[config.mk]
export PLATFORM = sky130hd
export DESIGN_NAME = clock_enable_gen
export DESIGN_NICKNAME = d
export VERILOG_FILES = /design/src/rtl/clock_enable_pkg.sv /design/src/rtl/ce_divider.sv /design/src/rtl/clock_enable_gen.sv
export SDC_FILE = /design/constraint.sdc
export NUM_CORES = 1
export LEC_CHECK = 0
export ABC_CLOCK_PERIOD_IN_PS = 4250
export BUFFER_PORTS_ARGS = -buffer_cell sky130_fd_sc_hd__buf_2
export CAP_MARGIN = 20
export CORE_MARGIN = 2
export CORE_UTILIZATION = 59
export DETAILED_ROUTE_END_ITERATION = 7
export GPL_TIMING_DRIVEN = 1
export PLACE_DENSITY = 0.88
export SKIP_CTS_REPAIR_TIMING = 1
export SYNTH_ARGS = -nofsm -noshare
export SYNTH_HDL_FRONTEND = slang
export SYNTH_SLANG_ARGS = --single-unit
[constraint.sdc]
create_clock -name clock -period 4.25 [get_ports clock]
set_input_delay 0.2125 -clock clock [delete_from_list [all_inputs] [get_ports clock]]
set_output_delay 0.2125 -clock clock [all_outputs]
set_load 0.01 [all_outputs]
[src/rtl/clock_enable_pkg.sv]
// Shared types and helpers for the PLL-lock qualifier and clock-enable generator.
package clock_enable_pkg;

  typedef enum logic [1:0] {
    WAIT_LOCK = 2'd0,
    COUNT     = 2'd1,
    RUN       = 2'd2
  } state_e;

  // Lock counter only needs to reach LOCK_DELAY-1; keep at least one bit.
  function automatic int lock_cnt_w(input int delay);
    return (delay > 1) ? $clog2(delay) : 1;
  endfunction

endpackage

[src/rtl/ce_divider.sv]
// One enable channel: period counter, shadow divisor and ce_p/ce_n decode.
module ce_divider
  import clock_enable_pkg::*;
#(
  parameter int DIVW = 8
) (
  input  logic            clock,
  input  logic            reset,
  input  logic            run_i,
  input  logic            sync_i,
  input  logic [DIVW-1:0] div_i,
  output logic            ce_p_o,
  output logic            ce_n_o
);

  logic [DIVW-1:0] cnt_q, cnt_d;
  logic [DIVW-1:0] shd_q, shd_d;
  logic [DIVW:0]   half;

  // Shadow follows div while idle so it holds the entry value on the first RUN
  // cycle; in RUN it only reloads at a wrap or a sync, never mid-period.
  always_comb begin
    cnt_d = cnt_q + 1'b1;
    shd_d = shd_q;
    if (!run_i || sync_i || (cnt_q == shd_q)) begin
      cnt_d = '0;
      shd_d = div_i;
    end
  end

  always_ff @(posedge clock or posedge reset) begin
    if (reset) begin
      cnt_q <= '0;
      shd_q <= '0;
    end else begin
      cnt_q <= cnt_d;
      shd_q <= shd_d;
    end
  end

  assign half   = ({1'b0, shd_q} + 1'b1) >> 1;
  assign ce_p_o = run_i && (cnt_q == '0);
  assign ce_n_o = run_i && (shd_q != '0) && ({1'b0, cnt_q} == half);

endmodule

[src/rtl/clock_enable_gen.sv]
// PLL lock qualifier (sync + debounce FSM) driving a bank of phase-aligned enable dividers.
module clock_enable_gen
  import clock_enable_pkg::*;
#(
  parameter int CHANNELS   = 4,
  parameter int DIVW       = 8,
  parameter int LOCK_DELAY = 1024
) (
  input  logic                     clock,
  input  logic                     reset,
  input  logic                     locked,
  input  logic [CHANNELS*DIVW-1:0] div,
  input  logic                     sync,
  output logic                     ready,
  output logic                     unlocked,
  output logic [CHANNELS-1:0]      ce_p,
  output logic [CHANNELS-1:0]      ce_n
);

  localparam int            CW   = lock_cnt_w(LOCK_DELAY);
  localparam logic [CW-1:0] LAST = CW'(LOCK_DELAY - 1);

  logic          meta_q, lsync_q;
  state_e        state_q;
  logic [CW-1:0] lcnt_q;
  logic          ready_q, unlocked_q;
  logic          run;

  always_ff @(posedge clock or posedge reset) begin
    if (reset) begin
      meta_q     <= 1'b0;
      lsync_q    <= 1'b0;
      state_q    <= WAIT_LOCK;
      lcnt_q     <= '0;
      ready_q    <= 1'b0;
      unlocked_q <= 1'b0;
    end else begin
      meta_q  <= locked;
      lsync_q <= meta_q;
      case (state_q)
        WAIT_LOCK: begin
          lcnt_q <= '0;
          if (lsync_q) state_q <= COUNT;
        end
        COUNT: begin
          if (!lsync_q) begin
            state_q <= WAIT_LOCK;
            lcnt_q  <= '0;
          end else if (lcnt_q == LAST) begin
            state_q <= RUN;
            ready_q <= 1'b1;
          end else begin
            lcnt_q <= lcnt_q + 1'b1;
          end
        end
        RUN: begin
          if (!lsync_q) begin
            state_q    <= WAIT_LOCK;
            lcnt_q     <= '0;
            ready_q    <= 1'b0;
            unlocked_q <= 1'b1;
          end
        end
        default: begin
          state_q <= WAIT_LOCK;
          lcnt_q  <= '0;
          ready_q <= 1'b0;
        end
      endcase
    end
  end

  assign run      = (state_q == RUN);
  assign ready    = ready_q;
  assign unlocked = unlocked_q;

  for (genvar i = 0; i < CHANNELS; i++) begin : g_ch
    ce_divider #(.DIVW(DIVW)) u_div (
      .clock  (clock),
      .reset  (reset),
      .run_i  (run),
      .sync_i (sync),
      .div_i  (div[i*DIVW +: DIVW]),
      .ce_p_o (ce_p[i]),
      .ce_n_o (ce_n[i])
    );
  end

endmodule

==> results of run 1 <==
cell families (layout without fill, tap and decap cells):
group,count (synthesis),after routing,share of synthesized area [%]
AO/OA/AOI/OAI,72,72,9.50
XOR/XNOR,94,94,16.1
AND/OR/NAND/NOR,194,194,19.0
multiplexers,26,26,5.61
adder cells (fa/ha/maj),17,17,4.15
buffers and inverters,77,95,6.66
flip-flops,80,80,39.1
final timing paths:
| kind | slack, ps | to | startpoint | depth (start not counted) |
|---|---|---|---|---|
| min in group asynchronous | 480 | g_ch[0].u_div.shd_q[7]$_DFFE_PP0N_ | reset | 3 |
| worst max register to register | 2110 | g_ch[1].u_div.shd_q[2]$_DFFE_PP0N_ | state_q[0]$_DFFE_PP0P_ | 4 |
| worst min register to register | 390 | lsync_q$_DFF_PP0_ | meta_q$_DFF_PP0_ | 0 |
| worst max-delay path | 1560 | ce_n[1] | state_q[0]$_DFFE_PP0P_ | 6 |
| max in group asynchronous | 2820 | lcnt_q[2]$_DFFE_PP0P_ | reset | 4 |
| worst min-delay path | 40 | g_ch[0].u_div.shd_q[7]$_DFFE_PP0N_ | div[7] | 3 |
layout by cell type (no fill, tap or decap), types with 4 or more instances in the layout:
cell      Yosys  routed
nand3_1      37      37
nor4_1        9       9
dfrtp_1      80      80
nand4_1      18      18
xor2_1       30      30
nand2_1      33      33
nor2_1       54      54
inv_1        29      28
xnor2_1      64      64
and3_1        7       7
mux2i_1       4       4
o21ai_0      22      22
nor4b_1       4       4
clkbuf_8      0      12
ha_1         17      17
buf_2         9      45
o211ai_1      4       4
nor2b_1       4       4
mux2_2       22      22
nor3_1       11      11
a21oi_1      13      13
metal layers:
layer / track usage, % / up-vias / part of all wire (%)
met5: 0 / - / 0
met2: 38.2 / 132 / 49
met3: 3.24 / 25 / 5.1
met4: 11.3 / 0 / 2.7
met1: 29.4 / 1948 / 43
li1: - / 1932 / -
layout make-up:
type,instances,area (µm²)
fill,698,3070
multi-input combinational,403,2780
sequential,80,2000
timing repair buffer,50,268
clock buffer,14,173
tap,108,135
inverter,29,110
clock inverter,2,12.5
flip-flops by register name, indices dropped and copies added (netlist names):
| signal | flops |
|---|---|
| lcnt_q | 10 |
| unlocked | 1 |
| g_ch.u_div.cnt_q | 32 |
| meta_q | 1 |
| ready | 1 |
| state_q | 2 |
| lsync_q | 1 |
| g_ch.u_div.shd_q | 32 |
power groups by stage:
stage | sequential, mW | combinational (mW) | clock [mW]
floorplan | 0.807 | 0.106 | 0
global placement | 0.825 | 0.118 | 0
detailed placement | 0.828 | 0.124 | 0
CTS | 0.812 | 0.125 | 0.542
global route | 0.817 | 0.142 | 0.572
finish | 0.813 | 0.125 | 0.532
per-stage QoR:
step	util, %	power (mW)
2_1_floorplan	-	0.913
3_3_place_gp	61.7	0.943
3_5_place_dp	61.7	0.952
4_1_cts	63.9	1.48
5_1_grt	64.1	1.53
6_report	64.1	1.47
worst reg2reg max path, delay by kind of cell, from the launching register on:
family	cells	cell delay, ps
compound gates	1	420
simple gates	2	810
flops	1	420
mux	1	380
==> summary.md, run 1 <==
| Metric | Value |
|---|---|
| Status | completed |
| CORE AREA | 8550 µm² |
| Pin count of the biggest net entering global routing | 42 |
| DIE HEIGHT | 97.2 µm |
| Number of enable flip-flop cells after synthesis | 0 |
| Vias per inst | 5.88 |
| Crit-path leading delay family | compound AO/OA/AOI/OAI gates |
| Antenna Nets Post-Route | 0 |
| Count leader, synth | dfrtp_1 |
| Setup tns final | 0 ps |
| Post-layout min period | 2690 ps |
| Area grow syn2layout | 6.96% |
| Register bit total from synthesis | 80 |
| Switching power of the nets | 0.371 mW |
| # nets final | 626 |
| Combinational Power Share | 8.5% |
| Vias in the first global route | 3972 |
| Final Cycle Share | 63.3% |
| Skew-Pair Late Insertion Delay | 360 ps |
| Synth async-reset ratio | between 90% and 100% |
| Crit path launch type | flop |
| Post-route insts no fill | 686 |
| Cells along the critical path | and2b_1 -> o21ai_1 -> a2111oi_1 -> nand3_1 -> a2111oi_2 -> buf_2 |
| Hold/Removal Path Class | input port to flop |
| Pins Over Slew Limit | 0 |
| Clk pin slew, worst setup/hold paths | approximately 80 ps |
| Worst EP required | 4040 ps |
| Mapped cell area | 5130 µm² |
| Chip width | 97.2 µm |
| DP Worst Slack | 1930 ps |
| Clock tree buffer depth | 2 |
| Sequential power share | 55.3% |
| Slew of the pin with the lowest slew margin | 772 ps |
| Syn_nets | 613 |
| Post-Syn Area per Cell | 9.15 µm² |
| Dpl hpwl | 7500 µm |
| Syn Inst Count | 560 |
| Sequential area share after synthesis | 39.1% |
| WHS | 44.2 ps |
| Worst vdd ir | 215 µV |
| Synth area leaders | dfrtp_1 (39%), xnor2_1 (11%), xor2_1 (5.1%), mux2_2 (4.8%), ha_1 (4.1%) |
| Clock share of power | 36.2% |
| Clock skew | roughly 14 ps |
| Inst Count DP | ~670 |
| Die area | 9450 µm² |
| Gr usage total | 22.9% |
| Worst-path fanout max | 11 |
| Std cell rows | 34 |
| Max stage delay on crit path | 460 ps |
| Net Sw Frac | about a quarter |
| Final wirelength | 10600 µm |
| DRT iter0 DRCs | 268 |
| Fin area | around 5500 µm² |
| Initial Util | between 50 and 60% |
| RePlAce Congestion | 0.938 |
| Type of the worst setup path | flop to output pin |
| N_diodes | 0 |
| Internal Power | 1.10 mW |
| Distinct cells, synth | a little under 60 |
| PwrDens | 268 nW/µm² |
| Final setup viols | 0 |
| Total CTS buffers | 9 |
| Slowest CP cell | a2111oi_1 |
| Vias after detailed routing | 4037 |
| Share of cells above drive strength 1 | 16.6% |
| IO buf count | 45 |
| Main synth FF type | dfrtp_1 |
| Leakage power | 2.28 nW |
| Residual DRC | 0 |
| Area post-placement | between 5000 and 6000 µm² |
| WP buf/inv | 1 |
| Area leader, netlist | dfrtp_1 |
| Unrepaired setup endpoints after global routing | no |
| Final setup slack of the worst path | 1560 ps |
| Final hold violations | 0 |
| CP Capture Type | output pin |
| I/O Pins | 46 |
| Data arrival, critical path | 2480 ps |
| Clock sink total | 80 |
| FMAX | 0.372 GHz |
| Max_slew headroom | 48.5% |
| Initial antenna violation count | 0 |
| First-pass GRT wire length | 17900 µm |
| CTS tree | built |
| Yosys warns | 0 |
| GR Overflow Total | 0 |
| Wire per inst | between 15 and 20 µm |
| H-tree levels | 3 |
| Commonest cells in the netlist | dfrtp_1 (80), xnor2_1 (64), nor2_1 (54) |
| CTS Root Cell | clkbuf_8 |
| Max Cap Violations | 0 |
| Post-synth top area share | 39.1% |
| DRT Pass-1 Iters | 4 |
Power figures use the tool's default switching activity.
==> inputs of run 2 (changes only) <==
--- a/config.mk
+++ b/config.mk
@@ -5,7 +5,8 @@
 export SDC_FILE = /design/constraint.sdc
 export NUM_CORES = 1
 export LEC_CHECK = 0
-export ABC_CLOCK_PERIOD_IN_PS = 4250
+export ABC_AREA = 1
+export ABC_CLOCK_PERIOD_IN_PS = 2650
 export BUFFER_PORTS_ARGS = -buffer_cell sky130_fd_sc_hd__buf_2
 export CAP_MARGIN = 20
 export CORE_MARGIN = 2
==> constraint.sdc (replaced) <==
create_clock -name clock -period 2.65 [get_ports clock]
set_input_delay 0.1325 -clock clock [delete_from_list [all_inputs] [get_ports clock]]
set_output_delay 0.1325 -clock clock [all_outputs]
set_load 0.01 [all_outputs]
==> run 2 against run 1 <==
  * The run now ends with hold timing left
  * Clock skew fell by 1.7 ps
  * Wire length rose by 19%
  * Total power rose by 75%
  * Largest cell class unchanged
==> summary.md, run 2 <==
| Metric | Value |
|---|---|
| Worst-path fanout max | 5 (was 11) |
| Busiest grt layer | met2 (unchanged) |
| Origin of the critical flop-to-flop path | lcnt_q[0]$_DFFE_PP0P_ (was state_q[0]$_DFFE_PP0P_) |
| Distinct cells, synth | 29 (was 58) |
| Syn Inst Count | 819 (was 560) |
| Inst Count DP | 952 (was 668) |
| GR Overflow Total | 0 (unchanged) |
| Wire per inst | 12.6 µm (was 15.4 µm) |
| Worst EP required | 2520 ps (was 4040 ps) |
| Commonest cells in the netlist | nand2_1 (278), inv_1 (111), nor2_1 (108) (was dfrtp_1 (80), xnor2_1 (64), nor2_1 (54)) |
| Vias per inst | 5.26 (was 5.88) |
| Failing checks | hold timing |
| Gr usage total | 25.2% (was 22.9%) |
| Top flop regs | g_ch.u_div.cnt_q x32, g_ch.u_div.shd_q x32, lcnt_q x10 (unchanged) |
| Final Util | 68.1% (was 64.1%) |
| Area leader, netlist | dfrtp_1 (unchanged) |
| Total CTS buffers | 9 (unchanged) |
| Register bit total from synthesis | 80 (unchanged) |
| Max_slew headroom | 53.8% (was 48.5%) |
| Mapped cell area | 5590 µm² (was 5130 µm²) |
| Pins Over Slew Limit | 0 (unchanged) |
| Clock sink total | 80 (unchanged) |
| Main synth FF type | dfrtp_1 (unchanged) |
| First-pass GRT wire length | 20900 µm (was 17900 µm) |
| Crit path launch type | flop (unchanged) |
| GR Util met2 | 41.4% (was 38.2%) |
| Count leader, synth | nand2_1 (was dfrtp_1) |
| Clk pin slew, worst setup/hold paths | 90 ps (was 80 ps) |
| FMAX | 0.469 GHz |
| CORE AREA | 9200 µm² (was 8550 µm²) |
| Post-synth top area share | 35.8% (was 39.1%) |
| CTS Root Cell | clkbuf_8 (unchanged) |
| Syn_nets | 872 (was 613) |
| Clock skew | 12.2 ps (was 13.9 ps) |
| Hold/Removal Path Class | input port to flop (unchanged) |
| Synth area leaders | dfrtp_1 (36%), nand2_1 (19%), inv_1 (7.5%), nor2_1 (7.3%), nand3_1 (6.2%) (was dfrtp_1 (39%), xnor2_1 (11%), xor2_1 (5.1%), mux2_2 (4.8%), ha_1 (4.1%)) |
| Most frequent cells in the layout | nand2_1 (278), inv_1 (110), nor2_1 (108), dfrtp_1 (80), nand3_1 (69) (was dfrtp_1 (80), xnor2_1 (64), nor2_1 (54), buf_2 (45), nand3_1 (37)) |
| Pin count of the biggest net entering global routing | 41 (was 42) |
| # nets final | 933 (was 626) |
| CP Capture Type | output pin (unchanged) |
| Initial Util | 60.8% (was 60.0%) |
| Max Cap Violations | 0 (unchanged) |
| Worst setup path end | ce_n[0] (was ce_n[1]) |
| DIE HEIGHT | 101 µm (was 97.2 µm) |
| Sequential area share after synthesis | 35.8% (was 39.1%) |
| Worst vdd ir | 266 µV (was 215 µV) |
| Antenna Nets Post-Route | 0 (unchanged) |
| Cells on worst reg2reg path | 8 (was 4) |
| Final hold violations | 5 (was 0) |
| Area post-placement | 5770 µm² (was 5280 µm²) |
| Slowest CP cell | dfrtp_1 (was a2111oi_1) |
| Data arrival, critical path | 2000 ps (was 2480 ps) |
| DRT Pass-1 Iters | 5 (was 4) |
| Residual DRC | 0 (unchanged) |
| Unrepaired setup endpoints after global routing | no (unchanged) |
| Vias after detailed routing | 5249 (was 4037) |
| Die area | 10300 µm² (was 9450 µm²) |
| RePlAce Congestion | 0.935 (was 0.938) |
| H-tree levels | 3 (unchanged) |
| Setup tns final | 0 ps (unchanged) |
| WHS | -14.1 ps (was 44.2 ps) |
| Initial antenna violation count | 1 (was 0) |
| Synth async-reset ratio | 100% (unchanged) |
| IO buf count | 45 (unchanged) |
| Status | finished with violations (was completed) |
| Met3 Use GR | 3.80% (was 3.24%) |
| Area grow syn2layout | 12.2% (was 6.96%) |
| Std cell rows | 35 (was 34) |
| Reg2reg setup slack | 730 ps (was 2110 ps) |
| Leakage power | 3.27 nW (was 2.28 nW) |
| Final setup slack of the worst path | 516 ps (was 1560 ps) |
| Number of enable flip-flop cells after synthesis | 0 (unchanged) |
| Max stage delay on crit path | 440 ps (was 460 ps) |
| Most common cell after layout, fill and taps aside | nand2_1 (was dfrtp_1) |
| Cells along the critical path | ha_1 -> nand2_1 -> nor2_1 -> nand2_1 -> o21ai_0 -> nand3_1 -> nor2_1 -> buf_2 (was and2b_1 -> o21ai_1 -> a2111oi_1 -> nand3_1 -> a2111oi_2 -> buf_2) |
| Vias in the first global route | 4778 (was 3972) |
| DRT iter0 DRCs | 327 (was 268) |
| Post-route insts no fill | 997 (was 686) |
| Fin area | 6270 µm² (was 5480 µm²) |
| Final wirelength | 12600 µm (was 10600 µm) |
| Dpl hpwl | 8800 µm (was 7500 µm) |
| DP Worst Slack | 792 ps (was 1930 ps) |
| Clock tree buffer depth | 2 (unchanged) |
| Final setup viols | 0 (unchanged) |
| Share of cells above drive strength 1 | 11.3% (was 16.6%) |
| I/O Pins | 46 (unchanged) |
| PwrDens | 410 nW/µm² (was 268 nW/µm²) |
| Chip width | 101 µm (was 97.2 µm) |
| Skew-Pair Late Insertion Delay | 360 ps (about the same) |
| Final Cycle Share | 80.5% |
| CTS tree | built (unchanged) |
| Type of the worst setup path | flop to output pin (unchanged) |
| Yosys warns | 0 (unchanged) |
| Post-layout min period | 2130 ps |
| Worst R2R End | lcnt_q[5]$_DFFE_PP0P_ (was g_ch[1].u_div.shd_q[2]$_DFFE_PP0N_) |
| Slew of the pin with the lowest slew margin | 692 ps (was 772 ps) |
| Total power draw | 2.57 mW (was 1.47 mW) |
| Met1 GRT Util | 34.3% (was 29.4%) |
| CP startpoint | g_ch[0].u_div.shd_q[1]$_DFFE_PP0N_ (was state_q[0]$_DFFE_PP0P_) |
| Post-Syn Area per Cell | 6.82 µm² (was 9.15 µm²) |
[run 2: cell types whose count changed after synthesis, moves of 7 or more]
cell,previous run,this run
buf_6,1,8
nor4_1,9,2
nand2_1,33,278
clkbuf_1,28,0
inv_1,29,111
mux2_2,22,0
nor2_1,54,108
xor2_1,30,16
o21ai_2,3,17
nand3_1,37,69
and3_1,7,0
xnor2_1,64,15
[run 2: routing by layer]
layer | wire length [µm] | part of all wire, % | vias to the layer above
met5 | 0 | 0 | -
met4 | 306 | 2.4 | 0
met3 | 559 | 4.4 | 28
met2 | 6040 | 48 | 154
met1 | 5700 | 45 | 2416
li1 | - | - | 2651
[run 2: worst max-delay path, delay by kind of cell, from the launching register on]
kind | cells | cell delay (ps)
and+or+nand+nor | 5 | 690
DFF | 1 | 440
adders and majority gates | 1 | 210
AOI/OAI and AO/OA | 1 | 170
buffers and inverters | 1 | 130
[run 2: worst min path at each step]
| stage | from | to | slack (ps) | cells past startpoint |
|---|---|---|---|---|
| detailed placement | locked | meta_q$_DFF_PP0_ | 240 | 1 |
| finish | div[12] | g_ch[1].u_div.shd_q[4]$_DFFE_PP0N_ | -10 | 3 |
| CTS | reset | lcnt_q[7]$_DFFE_PP0P_ | -130 | 2 |
| global placement | locked | meta_q$_DFF_PP0_ | 240 | 1 |
| global route | div[21] | g_ch[2].u_div.shd_q[5]$_DFFE_PP0N_ | 0.1 | 3 |
| floorplan | locked | meta_q$_DFF_PP0_ | 160 | 0 |
[run 2: cells by family (layout without fill, tap and decap cells)]
group           count (synthesis)  in the layout  synth area share, %
simple gates                  504            504                 38.8
xor+xnor                       31             31                 4.86
fa+ha+maj                      17             17                 3.81
flops                          80             80                 35.8
other cells                     0              1                    0
buf+inv                       140            206                 11.3
compound gates                 47             47                 5.40
[run 2: final cells by class]
| class | instances | area (µm²) |
|---|---|---|
| Multi-Input combinational cell | 599 | 2960 |
| Fill cell | 779 | 2930 |
| Sequential cell | 80 | 2000 |
| Timing Repair Buffer | 75 | 520 |
| Inverter | 115 | 433 |
| Clock buffer | 13 | 149 |
| Tap cell | 111 | 139 |
| Clock inverter | 3 | 65.1 |
| Antenna cell | 1 | 2.50 |
[run 2: power by group]
part | switching [mW] | total [mW] | internal, mW
sequential | 0.0439 | 1.29 | 1.25
combinational | 0.159 | 0.279 | 0.120
clock | 0.439 | 0.996 | 0.557
